**config.mk**
```make
export PLATFORM = sky130hd
export DESIGN_NAME = fifo_dram_param
export DESIGN_NICKNAME = d
export VERILOG_FILES = /design/src/rtl/fifo_dram_param.sv
export SDC_FILE = /design/constraint.sdc
export NUM_CORES = 1
export LEC_CHECK = 0
export CAP_MARGIN = 20
export CELL_PAD_IN_SITES_DETAIL_PLACEMENT = 1
export CELL_PAD_IN_SITES_GLOBAL_PLACEMENT = 2
export CORE_AREA = 3 3 76 78
export CTS_CLUSTER_DIAMETER = 100
export CTS_CLUSTER_SIZE = 10
export DETAILED_ROUTE_END_ITERATION = 10
export DIE_AREA = 0 0 79 81
export PLACE_DENSITY = 0.87
export SLEW_MARGIN = 20
export SYNTH_ARGS = -nofsm -noshare
export SYNTH_HDL_FRONTEND = slang
export SYNTH_SLANG_ARGS = --single-unit
```
**constraint.sdc**
```tcl
create_clock -name clk -period 3.13 [get_ports clk]
set_clock_uncertainty 0.2 [all_clocks]
set_input_delay 0.626 -clock clk [delete_from_list [all_inputs] [get_ports clk]]
set_output_delay 0.626 -clock clk [all_outputs]
set_load 0.005 [all_outputs]
```
**src/rtl/fifo_dram_param.sv**
```systemverilog
// Parametrised synchronous FIFO over a simple dual-port RAM with registered read port.
// Optional sticky overflow/underflow flags are built when FIFO_ERR_EN is defined.
module fifo_dram_param #(
    parameter int unsigned DATA_W = 4,
    parameter int unsigned ADDR_W = 3,
    parameter int unsigned AF_TH  = 6,
    parameter int unsigned AE_TH  = 2
) (
    input  logic              clk,
    input  logic              reset_L,
    input  logic              wr_en,
    input  logic [DATA_W-1:0] data_in,
    input  logic              rd_en,
    output logic [DATA_W-1:0] data_out,
    output logic              valid_out,
    output logic              full,
    output logic              empty,
    output logic              almost_full,
    output logic              almost_empty,
`ifdef FIFO_ERR_EN
    output logic              err_overflow,
    output logic              err_underflow,
`endif
    output logic [ADDR_W:0]   count
);

    localparam int unsigned    DEPTH   = 2 ** ADDR_W;
    localparam logic [ADDR_W:0] DEPTH_C = {1'b1, {ADDR_W{1'b0}}};
    localparam logic [ADDR_W:0] AF_C    = AF_TH[ADDR_W:0];
    localparam logic [ADDR_W:0] AE_C    = AE_TH[ADDR_W:0];

    logic [DATA_W-1:0] ram [DEPTH];

    logic [ADDR_W-1:0] wr_ptr_q, wr_ptr_d;
    logic [ADDR_W-1:0] rd_ptr_q, rd_ptr_d;
    logic [ADDR_W:0]   count_q, count_d;
    logic [DATA_W-1:0] data_out_q;
    logic              valid_out_q;
    logic              wr_acc, rd_acc;

    // Flags decode only the registered count, so no input reaches them combinationally.
    always_comb begin
        full         = (count_q == DEPTH_C);
        empty        = (count_q == '0);
        almost_full  = (count_q >= AF_C);
        almost_empty = (count_q <= AE_C);
        count        = count_q;
        data_out     = data_out_q;
        valid_out    = valid_out_q;
    end

    always_comb begin
        wr_acc   = wr_en && !full;
        rd_acc   = rd_en && !empty;
        wr_ptr_d = wr_acc ? wr_ptr_q + ADDR_W'(1) : wr_ptr_q;
        rd_ptr_d = rd_acc ? rd_ptr_q + ADDR_W'(1) : rd_ptr_q;
        count_d  = count_q;
        unique case ({wr_acc, rd_acc})
            2'b10:   count_d = count_q + (ADDR_W + 1)'(1);
            2'b01:   count_d = count_q - (ADDR_W + 1)'(1);
            default: count_d = count_q;
        endcase
    end

    // Storage is deliberately not reset; stale words are unreachable after pointer reset.
    always_ff @(posedge clk) begin
        if (reset_L && wr_acc) begin
            ram[wr_ptr_q] <= data_in;
        end
    end

    always_ff @(posedge clk) begin
        if (!reset_L) begin
            wr_ptr_q    <= '0;
            rd_ptr_q    <= '0;
            count_q     <= '0;
            data_out_q  <= '0;
            valid_out_q <= 1'b0;
        end else begin
            wr_ptr_q    <= wr_ptr_d;
            rd_ptr_q    <= rd_ptr_d;
            count_q     <= count_d;
            valid_out_q <= rd_acc;
            if (rd_acc) begin
                data_out_q <= ram[rd_ptr_q];
            end
        end
    end

`ifdef FIFO_ERR_EN
    logic err_overflow_q, err_underflow_q;

    always_ff @(posedge clk) begin
        if (!reset_L) begin
            err_overflow_q  <= 1'b0;
            err_underflow_q <= 1'b0;
        end else begin
            err_overflow_q  <= err_overflow_q  | (wr_en && full);
            err_underflow_q <= err_underflow_q | (rd_en && empty);
        end
    end

    assign err_overflow  = err_overflow_q;
    assign err_underflow = err_underflow_q;
`endif

endmodule

```
# ---- Word level (Yosys, flattened, before mapping)
# Memory sizes are Yosys's and may differ from the RTL's. A register that Yosys moved wholly into a read port is not among the register bits.
# Cells that the tools add are included.
# W data, S select, Z words.
dict set report op_classes {
  add_sub_neg 4
  magnitude_cmp 2
  n_eq_ne 3
  n_mux 3
  reduce_logical 8
}
# op n
set op_table {}
lappend op_table {{$pmux W4 S2} 1}
lappend op_table {{$add A3 B1 Y3 const B} 2}
lappend op_table {{$add A4 B1 Y4 const B} 1}
lappend op_table {{$eq A4 B4 Y1 const B} 1}
lappend op_table {{$ge A4 B3 Y1 const B} 1}
lappend op_table {{$le A4 B2 Y1 const B} 1}
lappend op_table {{$logic_not A4 Y1} 1}
lappend op_table {{$sub A4 B1 Y4 const B} 1}
lappend op_table {{$logic_and A1 B1 Y1} 3}
lappend op_table {{$logic_not A1 Y1} 3}
lappend op_table {{$eq A2 B1 Y1 const B} 1}
lappend op_table {{$eq A2 B2 Y1 const B} 1}
lappend op_table {{$mux W1} 2}
lappend op_table {{$reduce_bool A2 Y1} 1}
dict set report totals {
  reg_bits 11
  mem_bits_rw 32
  inputBits 8
  out_inout_bits 13
  memories 1
}
# memory depth word_bits rd rd_ports_with_merged_regs wr line
set mem_list {}
lappend mem_list {ram 8 4 1 1 1 32} ;# logic [DATA_W-1:0] ram [DEPTH];

# ---- Longest topological paths before layout
# Gate-level depths: netlist of the first run.
dict set report logic_depth {
  word_depth 6
  depth_mapped 10
  depth_no_buf 8
}

# ---- Least setup slack after synthesis of the first run
# Ideal clock, no wire load.
dict set report synth_timing {
  kind {flip-flop to flip-flop}
  from {register count_q[0] (netlist: count[0])}
  to {register count_q[3] (netlist: count[3])}
  t_arrival_ps 2378
  setup_slack_ps 480
  stages_incl_launch_ff 11
  path_cell_list {dfxtp_1 -> buf_6 -> or4b_4 -> buf_6 -> nand2_4 -> ha_1 -> ha_1 -> a21o_2 -> a21oi_1 -> mux2i_1 -> mux2i_1}
}
dict set report synth_via {
  elab_chain_cells 5
}
# item line
set synth_lines {}
lappend synth_lines {{start, declared} 36} ;# logic [ADDR_W:0] count_q, count_d;
lappend synth_lines {{start signal, assigned} 82} ;# count_q <= count_d;
lappend synth_lines {{$eq A4 B4 Y1 / $logic_not A4 Y1 (equally long branches)} {43, 44}}
lappend synth_lines {{$logic_not A1 Y1, on equally long branches} {53, 54}}
lappend synth_lines {{$logic_and A1 B1 Y1, on equally long branches} {53, 54}}
lappend synth_lines {{$eq A2 B1 Y1 / $eq A2 B2 Y1 (equally long branches)} 58} ;# unique case ({wr_acc, rd_acc})
lappend synth_lines {{$pmux W4 S2 / $reduce_bool A2 Y1 (equally long branches)} n/a}
# Several ways; a longest one is shown, not always the timed one.
# A chain may end at the register's enable or synchronous reset.

# ---- Worst setup path in the final report of the first run
dict set report layout_timing {
  from {register count_q[3] (netlist: count[3])}
  to {output port full}
}
dict set report layout_via {
  elab_chain_cells 1
}
# item line
set layout_lines {}
lappend layout_lines {{$eq A4 B4 Y1} 43} ;# full = (count_q == DEPTH_C);
lappend layout_lines {{end, declared} 16} ;# output logic full,
# Every way passes these cells.

==> results of run 1 <==
## worst min-delay path, cell delays in order, from the launching register on
cell	delay, ns
dfxtp_1	0.33
o21ai_0	0.09
nor2_1	0.07
## worst max path at each step
stage	from	end	slack, ns
floorplan	count[0]	count[3]	0.48
global placement	wr_en	count[3]	0.27
detailed placement	wr_en	count[3]	0.19
CTS	count[3]	full	0.34
global route	count[3]	count[3]	0.24
finish	count[3]	full	0.39
## flip-flops by register name, indices dropped and copies added, names as in the netlist
signal and flops:
count 4, data_out 4, ram 32, rd_ptr_q 3, valid_out 1, wr_ptr_q 3
## cells by family after synthesis
kind of cell / Yosys count
compound gates: 16
xor+xnor: 6
fa+ha+maj: 6
buf+inv: 11
flops: 47
mux: 11
simple gates: 41
## synth_stat cells
master    instances  area share
o21ai_0           6       0.015
edfxtp_1         32        0.48
buf_1             1      0.0019
a21o_1            1      0.0038
nand2_1           8       0.015
a211oi_1          1      0.0038
and2_1            8       0.025
or3b_2            1      0.0044
mux4_2            8       0.091
o22ai_1           4       0.013
inv_1             4      0.0075
a21oi_1           1      0.0025
nor2_1            8       0.015
a21boi_1          1      0.0038
fa_1              1       0.010
mux2i_1           3       0.015
o41a_2            1      0.0063
dfxtp_1          15        0.15
nor2b_1           1      0.0031
a21o_2            1      0.0044
nand3_1           4       0.010
clkbuf_1          2      0.0038
nand2b_1          2      0.0063
buf_2             2      0.0050
nor4_1            3      0.0094
ha_1              5       0.031
xor2_1            2      0.0088
xnor2_1           4       0.018
nor3_1            4       0.010
nand2_4           1      0.0057
buf_6             2       0.011
or4b_4            1      0.0069
## area by class of cell
class | instances | area share
sequential | 47 | 0.528
multi-input combinational | 80 | 0.281
timing repair buffer | 25 | 0.0995
tap | 70 | 0.0366
clock buffer | 6 | 0.0346
clock inverter | 2 | 0.0147
inverter | 4 | 0.00628
## metrics by stage
stage                     cells  worst slack (ns)  cell area, µm²  total power (µW)
final                       234             0.385            2390              1770
after CTS                   234             0.342            2390              1800
after global routing        234             0.242            2390              1890
after floorplan             138             0.480            1990              1120
after global placement      226             0.266            2270              1320
after detailed placement    226             0.194            2270              1350
## power by group
| group | leakage [µW] | switching (µW) | total, µW | internal (µW) |
|---|---|---|---|---|
| sequential | 0.000412 | 87.0 | 817 | 730 |
| clock | 0.0000612 | 190 | 448 | 258 |
| combinational | 0.000368 | 206 | 507 | 302 |
## per-layer routing
| metal | vias to the layer above | global-route usage | wire [µm] | share of wire |
|---|---|---|---|---|
| li1 | 562 | - | - | - |
| met1 | 575 | 0.161 | 1600 | 0.43 |
| met2 | 16 | 0.242 | 2060 | 0.55 |
| met3 | 2 | 0.0377 | 89 | 0.024 |
| met4 | 0 | 0.0206 | 13 | 0.0035 |
| met5 | - | 0 | 0 | 0 |
==> summary.md, run 1 <==
| Metric | Value |
|---|---|
| I/O pins | `21` |
| Area share of xor/xnor cells in the synthesized design | `0.0264` |
| Finish-stage setup viols | `0` |
| Wire length of the first global-routing pass | `roughly 6400 µm` |
| Share of the cycle needed by the critical path after routing | `0.877` |
| Worst-case headroom to the max-slew limit | `0.504` |
| Max Fclk | `roughly 0.36 GHz` |
| Area inside the core boundary | `a little over 5000 µm²` |
| Clock tree from TritonCTS | `yes` |
| Avg WL per Cell | `~16 µm` |
| Sequential element share of the synthesized area | `0.634` |
| Share of cells above drive strength 1 | `0.159` |
| Kind of capture point of the worst setup path | `output pin` |
| Max Root-Sink Buffers | `2` |
| Clk_lat worst skew | `approximately 0.29 ns` |
| Largest family of logic cells by synthesized area | `simple AND/OR/NAND/NOR gates` |
| Total power divided by cell area | `742 nW/µm²` |
| Required arrival time at the worst endpoint | `2.30 ns` |
| Setup TNS | `0 ns` |
| Mean instance size in the synthesized netlist | `between 10 and 15 µm²` |
| Leading cell type in the layout, fill and taps excluded | `edfxtp_1` |
| Maximum number of pins on one net before global-route repair | `17` |
| DRC | `0` |
| Relative area change from synthesis to final layout | `20.1%` |
| CTS clk-pin slew, worst paths | `0.09 ns` |
| Final weighted congestion of routability-driven global placement | `between 0.7 and 0.8` |
| Clock Sinks | `47` |
| Area of combinational cells with multiple inputs | `roughly 670 µm²` |
| Startpoint of the worst-slack reg-to-reg timing path | `count[3]` |
| CP max FO | `8` |
| Slew at the pin with the worst max-slew slack | `0.738 ns` |
| Count of different cell masters after synthesis | `32` |
| Reg2reg path depth | `8` |
| Number of max-capacitance violations reported | `0` |
| Vias in the first global route | `approximately 1,300` |
| Nature of the critical path startpoint | `register` |
| Instance count on the critical path | `3` |
| Final design utilization | `0.465` |
| Worst hold slack after final layout | `around 0.32 ns` |
| Commonest cells after routing, fill and taps aside | `edfxtp_1 (32), clkdlybuf4s50_1 (20), dfxtp_1 (15)` |
| GRT Util Overall | `0.133` |
| Area of all sequential standard cells | `between 1000 and 1500 µm²` |
| FILL cells | `555` |
| Cts bufs inserted | `5` |
| Delay of the slowest cell on the worst path | `roughly 0.56 ns` |
| Synthesized instance count | `between 100 and 150` |
| Routed wire length | `3770 µm` |
| Total of cells resized after clock tree synthesis | `0` |
| End point of the worst hold path | `data_out[3]` |
| Die span in y | `roughly 81 µm` |
| Worst path buffer plus inverter count | `2` |
| Leakage dissipation | `0.000842 µW` |
| Slowest CP cell | `or4b_4` |
| Die extent in x | `79 µm` |
| Gr ovfl total | `0` |
| Hold-fix buffers at CTS | `0` |
| Top Family by Delay on Critical Path | `buffers and inverters` |
| Category of the most critical setup path | `reg -> out` |
| Max-slew violation count | `0` |
| Count of final hold-check violations | `0` |
| Antenna Diode Count | `0` |
| CTS Root Cell | `clkbuf_8` |
| Worst hold path depth | `2` |
| Simple logic cell fraction of the synthesized area | `0.111` |
| Combined area of all synthesized cells | `~2000 µm²` |
| Setup repair after global routing missed its margin | `no` |
| DP Wirelength | `approximately 2900 µm` |
| Post-Synthesis Net Count | `around 150` |
| Register-to-register setup slack | `around 0.41 ns` |
| Post-Synth Adder-Cell Area | `0.0415` |
| Std-Cell Rows | `26` |
| Count of buffers added by post-CTS timing repair for setup | `0` |
| Number of nets with antenna violations after routing | `0` |
| Initial core utilization | `0.387` |
| Total number of vias | `roughly 1,200` |
| Shortest period the worst path allows | `approximately 2.7 ns` |
| Synth Area in Compound Gates | `0.0522` |
| Register bit count reported by yosys | `47` |
| Deepest level of the CTS H-tree | `2` |
| Hold wc startpoint | `data_out[3]` |
| Final-stage net count | `around 180` |
| DR vias/cell | `4.94` |
| Share of synthesized area spent on multiplexers | `0.106` |
| Cells traversed along the worst timing path | `or4b_4 > inv_1 > clkdlybuf4s50_1` |
| Outcome | `finished, final reports clean` |
| Tightest Hold Check Type | `reg -> reg` |
| Worst IR drop on VDD | `~0.00027 V` |
| Floorplan die area | `between 6000 and 7000 µm²` |
| 1st-pass router iterations | `4` |
| First-iteration detailed-routing DRC count | `between 100 and 150` |
| Number of antenna violations at the first check in global routing | `0` |
| Data arrival, critical path | `roughly 1.9 ns` |
| Yosys Warn Count | `0` |
| R2r endpoint | `count[3]` |
| Quantity of I/O buffers inserted on ports | `20` |
No activity file was read; power rests on OpenSTA's default activity.
==> run 2, diff against run 1 <==
- CORE_AREA: 3 3 76 78 -> 2 2 101 54
- DIE_AREA: 0 0 79 81 -> 0 0 103 56
- PLACE_DENSITY: 0.87 -> 0.93
- clock period: 3.13 -> 3.2 ns (I/O delays scaled with it)
==> run 2 against run 1 <==
Effect of this change: total power down 1.1%; first-iteration DRC count up 2.8%; clock-buffer cell count down 1; final area up 1.2%; critical path depth unchanged; flip-flop and latch count unchanged; non-clock buffer count up 4; global-route usage up 2.3 points; via count up 4.3%; critical path type unchanged.
==> summary.md, run 2 (synthesis results as in run 1) <==
| Metric | Value |
|---|---|
| Routed wire length | `3940 µm (+4.5%)` |
| Die span in y | `56 µm (-31%)` |
| Register with the most flip-flops | `ram` |
| 1st-pass router iterations | `4 (unchanged)` |
| Clk_lat worst skew | `0.30 ns (about the same)` |
| GRT Util Overall | `0.156 (+0.0230)` |
| Count of final hold-check violations | `0 (unchanged)` |
| Flip-flop count of the largest register after layout | `32 (unchanged)` |
| Tightest Hold Check Type | `reg -> reg` |
| Commonest cells after routing, fill and taps aside | `edfxtp_1 (32), clkdlybuf4s50_1 (20), dfxtp_1 (15), buf_4 (9)` |
| Number of antenna violations at the first check in global routing | `0 (unchanged)` |
| Setup repair after global routing missed its margin | `no` |
| Delay of the slowest cell on the worst path | `0.55 ns (about the same)` |
| Finish-stage setup viols | `0 (unchanged)` |
| Avg WL per Cell | `16.5 µm (+2.8%)` |
| Shortest period the worst path allows | `approximately 2.7 ns` |
| Quantity of I/O buffers inserted on ports | `20 (unchanged)` |
| Slew at the pin with the worst max-slew slack | `0.647 ns (-0.0912 ns)` |
| Clock Sinks | `47 (unchanged)` |
| Count of buffers added by post-CTS timing repair for setup | `0 (unchanged)` |
| DR vias/cell | `5.06 (+2.6%)` |
| Number of max-capacitance violations reported | `0 (unchanged)` |
| Worst path buffer plus inverter count | `2 (unchanged)` |
| Kind of capture point of the worst setup path | `output pin` |
| Max-slew violation count | `0 (unchanged)` |
| Gr ovfl total | `0 (unchanged)` |
| Area of combinational cells with multiple inputs | `671 µm² (unchanged)` |
| Leading cell type in the layout, fill and taps excluded | `edfxtp_1` |
| Relative area change from synthesis to final layout | `21.4%` |
| Category of the most critical setup path | `reg -> out` |
| Cells traversed along the worst timing path | `or4b_4 > inv_1 > clkdlybuf4s50_1` |
| FILL cells | `498 (-10%)` |
| Setup TNS | `0 ns (unchanged)` |
| Total power divided by cell area | `725 nW/µm² (-2.2%)` |
| Initial core utilization | `0.413 (+0.0257)` |
| Maximum number of pins on one net before global-route repair | `20 (+3)` |
| Final weighted congestion of routability-driven global placement | `0.751 (-1.0%)` |
| Area of all sequential standard cells | `1260 µm² (unchanged)` |
| Die extent in x | `103 µm (+30%)` |
| Hold-fix buffers at CTS | `0 (unchanged)` |
| CTS Root Cell | `clkbuf_8` |
| Worst IR drop on VDD | `0.000252 V (-8.2%)` |
| Std-Cell Rows | `18 (-31%)` |
| Wire length of the first global-routing pass | `6520 µm (+1.9%)` |
| Outcome | `finished, final reports clean` |
| Share of the cycle needed by the critical path after routing | `0.855` |
| Slowest CP cell | `or4b_4` |
| CTS clk-pin slew, worst paths | `0.10 ns (about the same)` |
| Antenna Diode Count | `0 (unchanged)` |
| Worst hold slack after final layout | `0.324 ns (+0.00315 ns)` |
| Area inside the core boundary | `4820 µm² (-6.2%)` |
| Clock tree from TritonCTS | `yes` |
| Max Fclk | `0.366 GHz` |
| Vias in the first global route | `1,272 (+0.24%)` |
| Total number of vias | `1,205 (+4.3%)` |
| First-iteration detailed-routing DRC count | `109 (+2.8%)` |
| DRC | `0 (unchanged)` |
| Worst-case headroom to the max-slew limit | `0.568 (+0.0640)` |
| Deepest level of the CTS H-tree | `2 (unchanged)` |
| Cts bufs inserted | `5 (unchanged)` |
| Share of cells above drive strength 1 | `0.179 (+0.0200)` |
| Floorplan die area | `5770 µm² (-9.9%)` |
| Data arrival, critical path | `1.89 ns (-0.03 ns)` |
| Required arrival time at the worst endpoint | `2.36 ns (+0.06 ns)` |
| DP Wirelength | `2800 µm (-2.4%)` |
| Nature of the critical path startpoint | `register` |
| Final-stage net count | `181 (+2.3%)` |
| I/O pins | `21 (unchanged)` |
| Leakage dissipation | `0.000857 µW (+1.8%)` |
| Max Root-Sink Buffers | `2 (unchanged)` |
| Total of cells resized after clock tree synthesis | `0 (unchanged)` |
| Number of nets with antenna violations after routing | `0 (unchanged)` |
| CP max FO | `8 (unchanged)` |
| Top Family by Delay on Critical Path | `buffers and inverters` |
-- run 2: cell count changes in the layout (fill, tap and decap cells not counted) --
cell	previous run	this run
buf_4	5	9
clkbuf_8	6	5
clkinv_2	1	0
clkinvlp_4	0	1
inv_6	0	1
-- run 2: worst reg2reg max path: cells and delay by family, from the launching register on --
family | cells | cell delay (ns)
flip-flops | 1 | 0.47
AND/OR/NAND/NOR | 2 | 0.69
adder cells (fa/ha/maj) | 2 | 0.47
AO/OA/AOI/OAI | 2 | 0.38
multiplexers | 2 | 0.42
-- run 2: power by group --
group / internal (µW) / switching [µW] / leakage (µW)
combinational: 301 / 209 / 0.000390
sequential: 714 / 81.8 / 0.000412
clock: 235 / 212 / 0.0000548
total: 1250 / 503 / 0.000857
-- run 2: per-stage QoR --
stage / util / instances / area, µm² / total power, µW / worst slack [ns]
final: 0.502 / 238 / 2420 / 1750 / 0.465
after global routing: 0.502 / 238 / 2420 / 1860 / 0.286
after CTS: 0.502 / 238 / 2420 / 1780 / 0.457
after detailed placement: 0.478 / 230 / 2300 / 1330 / 0.229
after global placement: 0.478 / 230 / 2300 / 1300 / 0.329
after floorplan: - / 138 / 1990 / 1090 / 0.550
-- run 2: final timing paths --
path,cells past startpoint,endpoint,slack (ns),startpoint
max reg2reg,8,count[3],0.49,count[3]
min reg2reg,2,data_out[3],0.32,data_out[3]
max,3,full,0.47,count[3]
min,2,data_out[3],0.32,data_out[3]
-- run 2: area by class of cell --
cell class                 count  share of cell area
tap                           70              0.0362
inverter                       4             0.00621
clock buffer                   5              0.0285
clock inverter                 3              0.0192
sequential                    47               0.522
timing repair buffer          29               0.111
multi-input combinational     80               0.277
-- run 2: metal layers --
layer,vias to the layer above,share of wire,track usage
met4,0,0.0074,0.0545
met5,-,0,0
met1,606,0.45,0.205
li1,568,-,-
met2,29,0.50,0.251
met3,2,0.042,0.0389
==> run 3, diff against run 2 <==
- SLEW_MARGIN: 20 -> not set
==> results of run 3 <==
No change in the layout: final DEF, timing and power equal those of run 2.
